`src/rtl/hazard_control_unit.sv`:
```
// Hazard control for a five-stage pipeline: load-use interlock, taken-branch
// flush, and a memory-wait freeze. The memory freeze can interrupt the branch
// redirect cycle; in that case the redirect is remembered and replayed once
// memory completes. The pipeline control outputs are combinational so the
// stall or flush acts in the same cycle the condition is seen.
module hazard_control_unit #(
    parameter logic [3:0] R_ZERO      = 4'd0,
    parameter logic [7:0] MEM_TIMEOUT = 8'd255
) (
    input  logic        clk,
    input  logic        rst_n,
    input  logic [3:0]  ifid_rs,
    input  logic [3:0]  ifid_rt,
    input  logic        ifid_uses_rt,
    input  logic [3:0]  idex_rd,
    input  logic        idex_memread,
    input  logic        branch_taken,
    input  logic        mem_req,
    input  logic        mem_ready,
    output logic        pc_write,
    output logic        ifid_write,
    output logic        ifid_flush,
    output logic        idex_flush,
    output logic        pipe_hold,
    output logic        mem_timeout,
    output logic [15:0] stall_cycles
);

    typedef enum logic [1:0] {
        RUN      = 2'd0,
        FLUSH    = 2'd1,
        MEM_WAIT = 2'd2
    } state_t;

    state_t      state_r;
    state_t      state_next_s;
    logic        flush_pend_r;
    logic        flush_pend_next_s;
    logic [7:0]  wait_cnt_r;
    logic [7:0]  wait_cnt_inc_s;
    logic        mem_timeout_r;
    logic [15:0] stall_cnt_r;
    logic        mem_stall_s;
    logic        load_use_s;

    // A load in ID/EX whose destination feeds the instruction in IF/ID.
    function automatic logic load_use_hazard(
        input logic       memread,
        input logic [3:0] rd,
        input logic [3:0] rs,
        input logic [3:0] rt,
        input logic       uses_rt,
        input logic [3:0] zero_reg
    );
        return memread && (rd != zero_reg) &&
               ((rd == rs) || (uses_rt && (rd == rt)));
    endfunction

    assign mem_stall_s    = mem_req && !mem_ready;
    assign load_use_s     = load_use_hazard(idex_memread, idex_rd, ifid_rs,
                                            ifid_rt, ifid_uses_rt, R_ZERO);
    assign wait_cnt_inc_s = wait_cnt_r + 8'd1;

    // Pipeline control outputs and next-state selection.
    always_comb begin
        pc_write          = 1'b1;
        ifid_write        = 1'b1;
        ifid_flush        = 1'b0;
        idex_flush        = 1'b0;
        pipe_hold         = 1'b0;
        state_next_s      = state_r;
        flush_pend_next_s = flush_pend_r;
        if (!rst_n) begin
            state_next_s      = RUN;
            flush_pend_next_s = 1'b0;
        end else begin
            case (state_r)
                RUN: begin
                    if (mem_stall_s) begin
                        pc_write     = 1'b0;
                        ifid_write   = 1'b0;
                        pipe_hold    = 1'b1;
                        state_next_s = MEM_WAIT;
                    end else if (branch_taken) begin
                        ifid_flush   = 1'b1;
                        idex_flush   = 1'b1;
                        state_next_s = FLUSH;
                    end else if (load_use_s) begin
                        pc_write     = 1'b0;
                        ifid_write   = 1'b0;
                        idex_flush   = 1'b1;
                    end else begin
                        state_next_s = RUN;
                    end
                end
                FLUSH: begin
                    if (mem_stall_s) begin
                        pc_write          = 1'b0;
                        ifid_write        = 1'b0;
                        pipe_hold         = 1'b1;
                        flush_pend_next_s = 1'b1;
                        state_next_s      = MEM_WAIT;
                    end else begin
                        ifid_flush   = 1'b1;
                        state_next_s = RUN;
                    end
                end
                MEM_WAIT: begin
                    if (!mem_ready) begin
                        pc_write   = 1'b0;
                        ifid_write = 1'b0;
                        pipe_hold  = 1'b1;
                    end else begin
                        state_next_s      = flush_pend_r ? FLUSH : RUN;
                        flush_pend_next_s = 1'b0;
                    end
                end
                default: begin
                    state_next_s      = RUN;
                    flush_pend_next_s = 1'b0;
                end
            endcase
        end
    end

    // State and pending-redirect registers.
    always_ff @(posedge clk) begin
        if (!rst_n) begin
            state_r      <= RUN;
            flush_pend_r <= 1'b0;
        end else begin
            state_r      <= state_next_s;
            flush_pend_r <= flush_pend_next_s;
        end
    end

    // Memory wait length counter and sticky timeout flag.
    always_ff @(posedge clk) begin
        if (!rst_n) begin
            wait_cnt_r    <= 8'd0;
            mem_timeout_r <= 1'b0;
        end else begin
            if ((state_r != MEM_WAIT) && (state_next_s == MEM_WAIT)) begin
                wait_cnt_r <= 8'd0;
            end else if ((state_r == MEM_WAIT) && (wait_cnt_r != 8'hFF)) begin
                wait_cnt_r <= wait_cnt_inc_s;
            end else begin
                wait_cnt_r <= wait_cnt_r;
            end
            if ((state_r == MEM_WAIT) && (wait_cnt_r != 8'hFF) &&
                (wait_cnt_inc_s == MEM_TIMEOUT)) begin
                mem_timeout_r <= 1'b1;
            end else begin
                mem_timeout_r <= mem_timeout_r;
            end
        end
    end

    // Saturating count of cycles in which the PC did not advance.
    always_ff @(posedge clk) begin
        if (!rst_n) begin
            stall_cnt_r <= 16'd0;
        end else if (!pc_write && (stall_cnt_r != 16'hFFFF)) begin
            stall_cnt_r <= stall_cnt_r + 16'd1;
        end else begin
            stall_cnt_r <= stall_cnt_r;
        end
    end

    assign mem_timeout  = mem_timeout_r;
    assign stall_cycles = stall_cnt_r;

endmodule

```
`config.mk`:
```
export PLATFORM = sky130hd
export DESIGN_NAME = hazard_control_unit
export DESIGN_NICKNAME = d
export VERILOG_FILES = /design/src/rtl/hazard_control_unit.sv
export SDC_FILE = /design/constraint.sdc
export NUM_CORES = 1
export LEC_CHECK = 0
export ABC_AREA = 0
export ABC_CLOCK_PERIOD_IN_PS = 2230
export CORE_MARGIN = 3
export CORE_UTILIZATION = 44
export DETAILED_ROUTE_END_ITERATION = 7
export GPL_TIMING_DRIVEN = 0
export PLACE_DENSITY = 0.8
export SLEW_MARGIN = 20
export SYNTH_ARGS = -nofsm -noshare
export SYNTH_HDL_FRONTEND = slang
export SYNTH_SLANG_ARGS = --single-unit
```
`constraint.sdc`:
```
create_clock -name clk -period 2.23 [get_ports clk]
set_input_delay 0.446 -clock clk [delete_from_list [all_inputs] [get_ports clk]]
set_output_delay 0.446 -clock clk [all_outputs]
set_load 0.005 [all_outputs]
```
==> flow_summary_export.csv, run 1 <==
group,metric,value,unit
status,status,"complete, but fails checks",
status,violations,"setup timing",
placement,gp_congestion,0.771,
setup_path,cp.arrival,1820,ps
synthesis,synth_nets,211,
synthesis,avgSynthCellArea,8.56,µm²
floorplanning,dieArea,4440,µm²
synthesis,synthTopCellsByArea,"dfxtp_1 (35%), xor2_1 (7.0%), nor2_1 (4.9%)",
layout,n_fill_cell,281,
cts,clockBufferDepth,2,
drt,final_antenna_net_count,0,
setup_path,crit_required,1780,ps
global_routing,overflow,0,
synthesis,synth-seq-cells,28,
sta,tightest_slew,672,ps
placement,hpwl,2.69,mm
sta,final.min_clock_period,2270,ps
floorplanning,core_area,3440,µm²
setup_path,reg2reg_depth,8,
synthesis,ys_async_sr_fraction,0,%
layout,drive_above_1_share,20.6,%
cts,cts_inserted_buffers,3,
sta,fin_crit_sh,102,%
synthesis,netlist_instances,189,
cts,clk-insertion-delay-late,270,ps
global_routing,grt_pass1_wl,6.56,mm
layout,layout.nets,266,
pwr,sw_frac_of_total,24.3,%
pwr,finalPower,1.12,mW
global_routing,first_global_vias,1452,
setup_path,worstSetupEndpointType,"output port",
sta,relSlewSlack,55.2,%
cts,htree_levels,1,
synthesis,ys_warn_count,0,
synthesis,yosys-top-cells-count,"dfxtp_1 (28), nor2_1 (21), nand2_1 (19), xor2_1 (13), a21oi_1 (9)",
pwr,peakVddDrop,0.575,mV
cts,cts_sinks,28,
floorplanning,core.rowCount,21,
pwr,p_int,847,µW
floorplanning,start_util,47.0,%
sta,fin_ws,-40.8,ps
sta,hold_viol,0,
layout,antenna_cells,0,
hold_path,worstHoldStart,"stall_cycles[6]",
layout,fin_cells,289,
cts,cts_tree,"built",
placement,dp_cells,275,
drt,wire_per_inst,14.6,µm
hold_path,whs_path_depth,2,
sta,fin_skew,4.53,ps
global_routing,antenna_found_initial,0,
layout,multi_input_area,1130,µm²
sta,setup_tns,-40.8,ps
hold_path,hold_class,"flip-flop to flip-flop",
global_routing,grt_max_degree,17,
drt,wl,4.23,mm
synthesis,synth_top_flop_cell,"dfxtp_1",
pwr,p_comb_share,18.5,%
global_routing,grt.total_usage,19.0,%
synthesis,netlist_area,1620,µm²
cts,cts.clk_slew.worst_paths,100,ps
pwr,p_sw,273,µW
run,maxCapViolations,0,
sta,max_freq,440,MHz
placement,preCtsSetupSlack,-1100,ps
synthesis,synth_top_cell_by_area,"dfxtp_1",
sta,rsz0062_at_grt,"true",
cts,cts_root_buffer,"clkbuf_8",
pwr,power_frac_clock,35.5,%
pwr,p_per_area,479,nW/µm²
synthesis,synth-edff-count,0,
setup_path,critPathKind,"input pin to output port",
setup_path,crit_fanout,3,
drt,vias,1568,
synthesis,synth.most_common_cell,"dfxtp_1",
layout,syn2layout_area_growth,44.4,%
drt,drc,0,
pwr,leakage,0.906,nW
synthesis,ys_types,45,
drt,dr.pass1.iters,5,
drt,via_per_inst,5.43,
hold_path,min_to,"stall_cycles[6]",
layout,seq_area,561,µm²
setup_path,cp-start-kind,"input pin",
sta,slew_violations,0,
floorplanning,ioPinCount,41,
placement,io_buffers,40,
setup_path,rrSetupSlack,140,ps
synthesis,yosysTopAreaCellShare,34.6,%
floorplanning,die_y,66.6,µm
drt,drtIter0Drc,85,
setup_path,timing.rr.start,"stall_cycles[0]",
pwr,power_frac_seq,46.0,%
setup_path,reg2reg_to,"stall_cycles[7]",
synthesis,ys_seq_area_share,34.6,%
floorplanning,die_w,66.6,µm
sta,setup_viol_count_final,1,
## worst max-delay path by stage
stage	start	endpoint	slack, ps	cells past startpoint
floorplan	idex_rd[0]	pc_write	10	6
global placement	idex_rd[0]	pc_write	-1060	8
detailed placement	idex_rd[0]	pc_write	-1100	8
CTS	ifid_rs[0]	pc_write	-20	8
global route	idex_rd[3]	pc_write	-100	9
finish	idex_rd[3]	pc_write	-40	9
## routing by layer
metal | share of wire, % | vias up | GRT usage [%]
met1 | 43 | 740 | 22.5
met4 | 0.45 | 0 | 5.33
met3 | 6.9 | 2 | 5.23
li1 | - | 783 | -
met2 | 50 | 43 | 33.4
met5 | 0 | - | 0
## area by class of cell
cell class | instances | share of cell area, %
plain buffers | 6 | 1.71
clock buffers | 3 | 1.77
clock inverters | 1 | 1.29
inverters | 5 | 1.02
multi-input cells | 150 | 48.2
flip-flops and latches | 28 | 24.0
well taps | 46 | 2.46
repair buffers | 50 | 19.6
## per-stage QoR
stage | hold slack (ps) | instance area (µm²) | utilization, %
after CTS | 505 | 2260 | 65.7
after detailed placement | 479 | 2080 | 60.5
after global placement | 473 | 2080 | 60.5
final | 502 | 2340 | 67.9
after global routing | 518 | 2340 | 67.9
after floorplan | 461 | 1630 | -
## flip-flops by register name, summed over array words and instances, names as in the netlist
| name | count |
|---|---|
| flush_pend_r | 1 |
| wait_cnt_r | 8 |
| state_r | 2 |
| mem_timeout | 1 |
| stall_cycles | 16 |
## critical path: stages
cell      delay, ps
buf_12          100
o41ai_4         350
buf_4           190
nor2_4           50
a22oi_4         220
and2_4          180
nand2b_4        120
buf_6            90
buf_6            80
## cell usage in the layout (no fill, tap or decap), types with 2 or more instances in the layout
master           synthesis  layout
nand3_1                  7       7
a21oi_1                  9       9
or3_1                    2       2
inv_1                    4       4
o31ai_1                  2       2
clkbuf_8                 0       4
xnor2_1                  7       7
clkdlybuf4s15_1          0       2
xor2_1                  13       6
a31oi_1                  2       2
buf_6                    0       4
dlygate4sd2_1            0       8
clkbuf_1                 5       4
a211oi_1                 2       2
nor2_1                  21      19
dfxtp_1                 28      28
ha_1                     3       3
or4_1                    2       2
nand4_1                  6       6
and3_1                   8       8
a2111oi_2                1       2
nor3_1                   4       4
and2_1                   2       2
o21ai_0                  8       7
clkdlybuf4s50_1          0      20
xor2_2                   0       7
buf_4                    1      10
nand2_1                 19      19
mux2i_1                  6       6
buf_2                    0       5
nand2b_1                 4       3
## logic make-up (layout without fill, tap and decap cells)
family,Yosys count,after routing,synth area share [%]
AND/OR/NAND/NOR,85,85,29.1
flip-flops,28,28,34.6
XOR/XNOR,20,20,10.8
adder cells (fa/ha/maj),3,3,2.32
multiplexers,6,6,3.71
AO/OA/AOI/OAI,36,36,16.6
buffers and inverters,11,65,2.78
## power by group through the flow
stage	clock network [mW]	logic [mW]	registers (mW)
2_1_floorplan	0	0.0896	0.525
3_3_place_gp	0	0.161	0.526
3_5_place_dp	0	0.165	0.526
4_1_cts	0.406	0.185	0.515
5_1_grt	0.427	0.222	0.516
6_report	0.398	0.207	0.515
## repair_timing
item / in CTS / in global routing
endpoints found under the setup margin: 11 / 9
pin swaps: 12 / 6
hold buffers: 0 / 0
setup buffers: 6 / 4
resized for setup: 69 / 14
No activity file was read; power rests on OpenSTA's default activity.
==> run 2: changes to the inputs <==
- CORE_ASPECT_RATIO: default -> 1.25
==> run 2 against run 1 <==
Against the previous run:
- the run still ends with setup timing left
- sequential cell count is the same
- power fell by 6.9%
- worst setup slack got worse by 0.80 ps
- sequential share of layout area is essentially flat
- largest cell class unchanged
- first-iteration DRC count down 40%
==> flow_summary_export.csv, run 2 (same netlist as run 1, synthesis figures left out) <==
group,metric,value,unit
status,status,"complete, but fails checks",
status,violations,"setup timing",
placement,preCtsSetupSlack,-1080,ps
cts,cts_root_buffer,"clkbuf_8",
placement,gp_congestion,0.748,
drt,drc,0,
layout,antenna_cells,0,
floorplanning,dieArea,4450,µm²
cts,clk-insertion-delay-late,280,ps
sta,setup_viol_count_final,1,
layout,layout.nets,267,
layout,n_fill_cell,287,
hold_path,hold_class,"flip-flop to flip-flop",
pwr,leakage,0.927,nW
layout,finalInstanceArea,2330,µm²
layout,fin_cells,283,
floorplanning,die_w,60.2,µm
sta,hold_viol,0,
floorplanning,core.rowCount,24,
setup_path,crit_required,1780,ps
placement,dpl-instance-area,2070,µm²
global_routing,grt.total_usage,18.8,%
setup_path,cp-start-kind,"input pin",
global_routing,antenna_found_initial,0,
global_routing,grt_max_degree,16,
placement,dp_cells,268,
setup_path,critPathKind,"input pin to output port",
setup_path,max_stage_delay,350,ps
drt,final_antenna_net_count,0,
setup_path,path_cells,"buf_12, o41ai_4, and4bb_2, a22oi_4, and2_4, nand2b_4, buf_6, buf_6",
sta,fin_skew,5.20,ps
sta,tightest_slew,662,ps
drt,drtIter0Drc,51,
sta,relSlewSlack,55.9,%
setup_path,path_common_cell,"buf_6",
drt,wire_per_inst,14.9,µm
drt,dr.pass1.iters,4,
layout,syn2layout_area_growth,44.3,%
cts,cts_sinks,28,
floorplanning,core_area,3510,µm²
pwr,peakVddDrop,0.340,mV
placement,io_buffers,40,
cts,cts_inserted_buffers,3,
pwr,p_per_area,447,nW/µm²
floorplanning,ioPinCount,41,
cts,cts_tree,"built",
sta,fin_crit_sh,102,%
run,maxCapViolations,0,
setup_path,worstSetupEndpointType,"output port",
cts,cts.clk_slew.worst_paths,90,ps
layout,drive_above_1_share,22.5,%
floorplanning,start_util,46.0,%
drt,vias,1598,
floorplanning,die_y,73.8,µm
sta,rsz0062_at_grt,"true",
sta,final.min_clock_period,2270,ps
pwr,finalPower,1.04,mW
layout,largest_register_ff_count,16,
sta,max_freq,440,MHz
layout,final_common_cell,"dfxtp_1",
sta,slew_violations,0,
drt,via_per_inst,5.65,
setup_path,worst_path_max_delay_cell,"o41ai_4",
cts,htree_levels,1,
global_routing,grt_pass1_wl,6.53,mm
drt,wl,4.23,mm
sta,hold_ws,497,ps
cts,clockBufferDepth,2,
setup_path,crit_fanout,3,
sta,fin_ws,-41.6,ps
global_routing,overflow,0,
setup_path,cp.arrival,1830,ps
layout,final_cell_mix,"dfxtp_1 (28), nor2_1 (19), nand2_1 (19), clkdlybuf4s50_1 (19), buf_4 (13)",
placement,hpwl,2.72,mm
global_routing,first_global_vias,1474,
run 2: layout make-up:
type,count,area (µm²),share of cell area [%]
buffer,5,36.3,1.55
clock buffer,4,55.1,2.36
inverter,5,23.8,1.02
multi-input combinational,150,1120,48.2
sequential,28,561,24.0
tap,39,48.8,2.09
timing repair buffer,52,485,20.8
run 2: critical path: cells and delay by family:
kind                   cells  cell delay [ps]
buffers and inverters      3              270
AOI/OAI and AO/OA          2              520
and+or+nand+nor            3              590
run 2: report_power, final:
| group | internal (mW) | total (mW) | switching [mW] |
|---|---|---|---|
| clock network | 0.158 | 0.318 | 0.160 |
| logic | 0.106 | 0.210 | 0.104 |
| registers | 0.507 | 0.515 | 0.00823 |
run 2: repair_timing:
item                       CTS  global route
setup buffers                8             4
gates resized for setup     83            12
pin swaps                   14             9
hold buffers                 0             0
setup endpoints to repair    9            12
run 2: layer usage:
| metal | GRT usage, % | vias up | share of wire (%) |
|---|---|---|---|
| met5 | 0 | - | 0 |
| li1 | - | 781 | - |
| met4 | 5.91 | 0 | 1.4 |
| met1 | 22.7 | 770 | 41 |
| met3 | 2.99 | 7 | 5.4 |
| met2 | 33.3 | 40 | 52 |
run 2: final timing paths:
| path | start | end | slack, ps | depth (start not counted) |
|---|---|---|---|---|
| setup / recovery | idex_rd[0] | pc_write | -40 | 8 |
| hold / removal | stall_cycles[6] | stall_cycles[6] | 500 | 2 |
| setup reg to reg | stall_cycles[0] | stall_cycles[7] | 220 | 7 |
| hold reg to reg | stall_cycles[6] | stall_cycles[6] | 500 | 2 |
run 2: per-stage QoR:
step / utilization [%] / TNS [ps]
2_1_floorplan: - / 0
3_3_place_gp: 59.0 / -7620
3_5_place_dp: 59.0 / -8130
4_1_cts: 64.9 / -31.1
5_1_grt: 66.5 / -165
6_report: 66.5 / -41.6
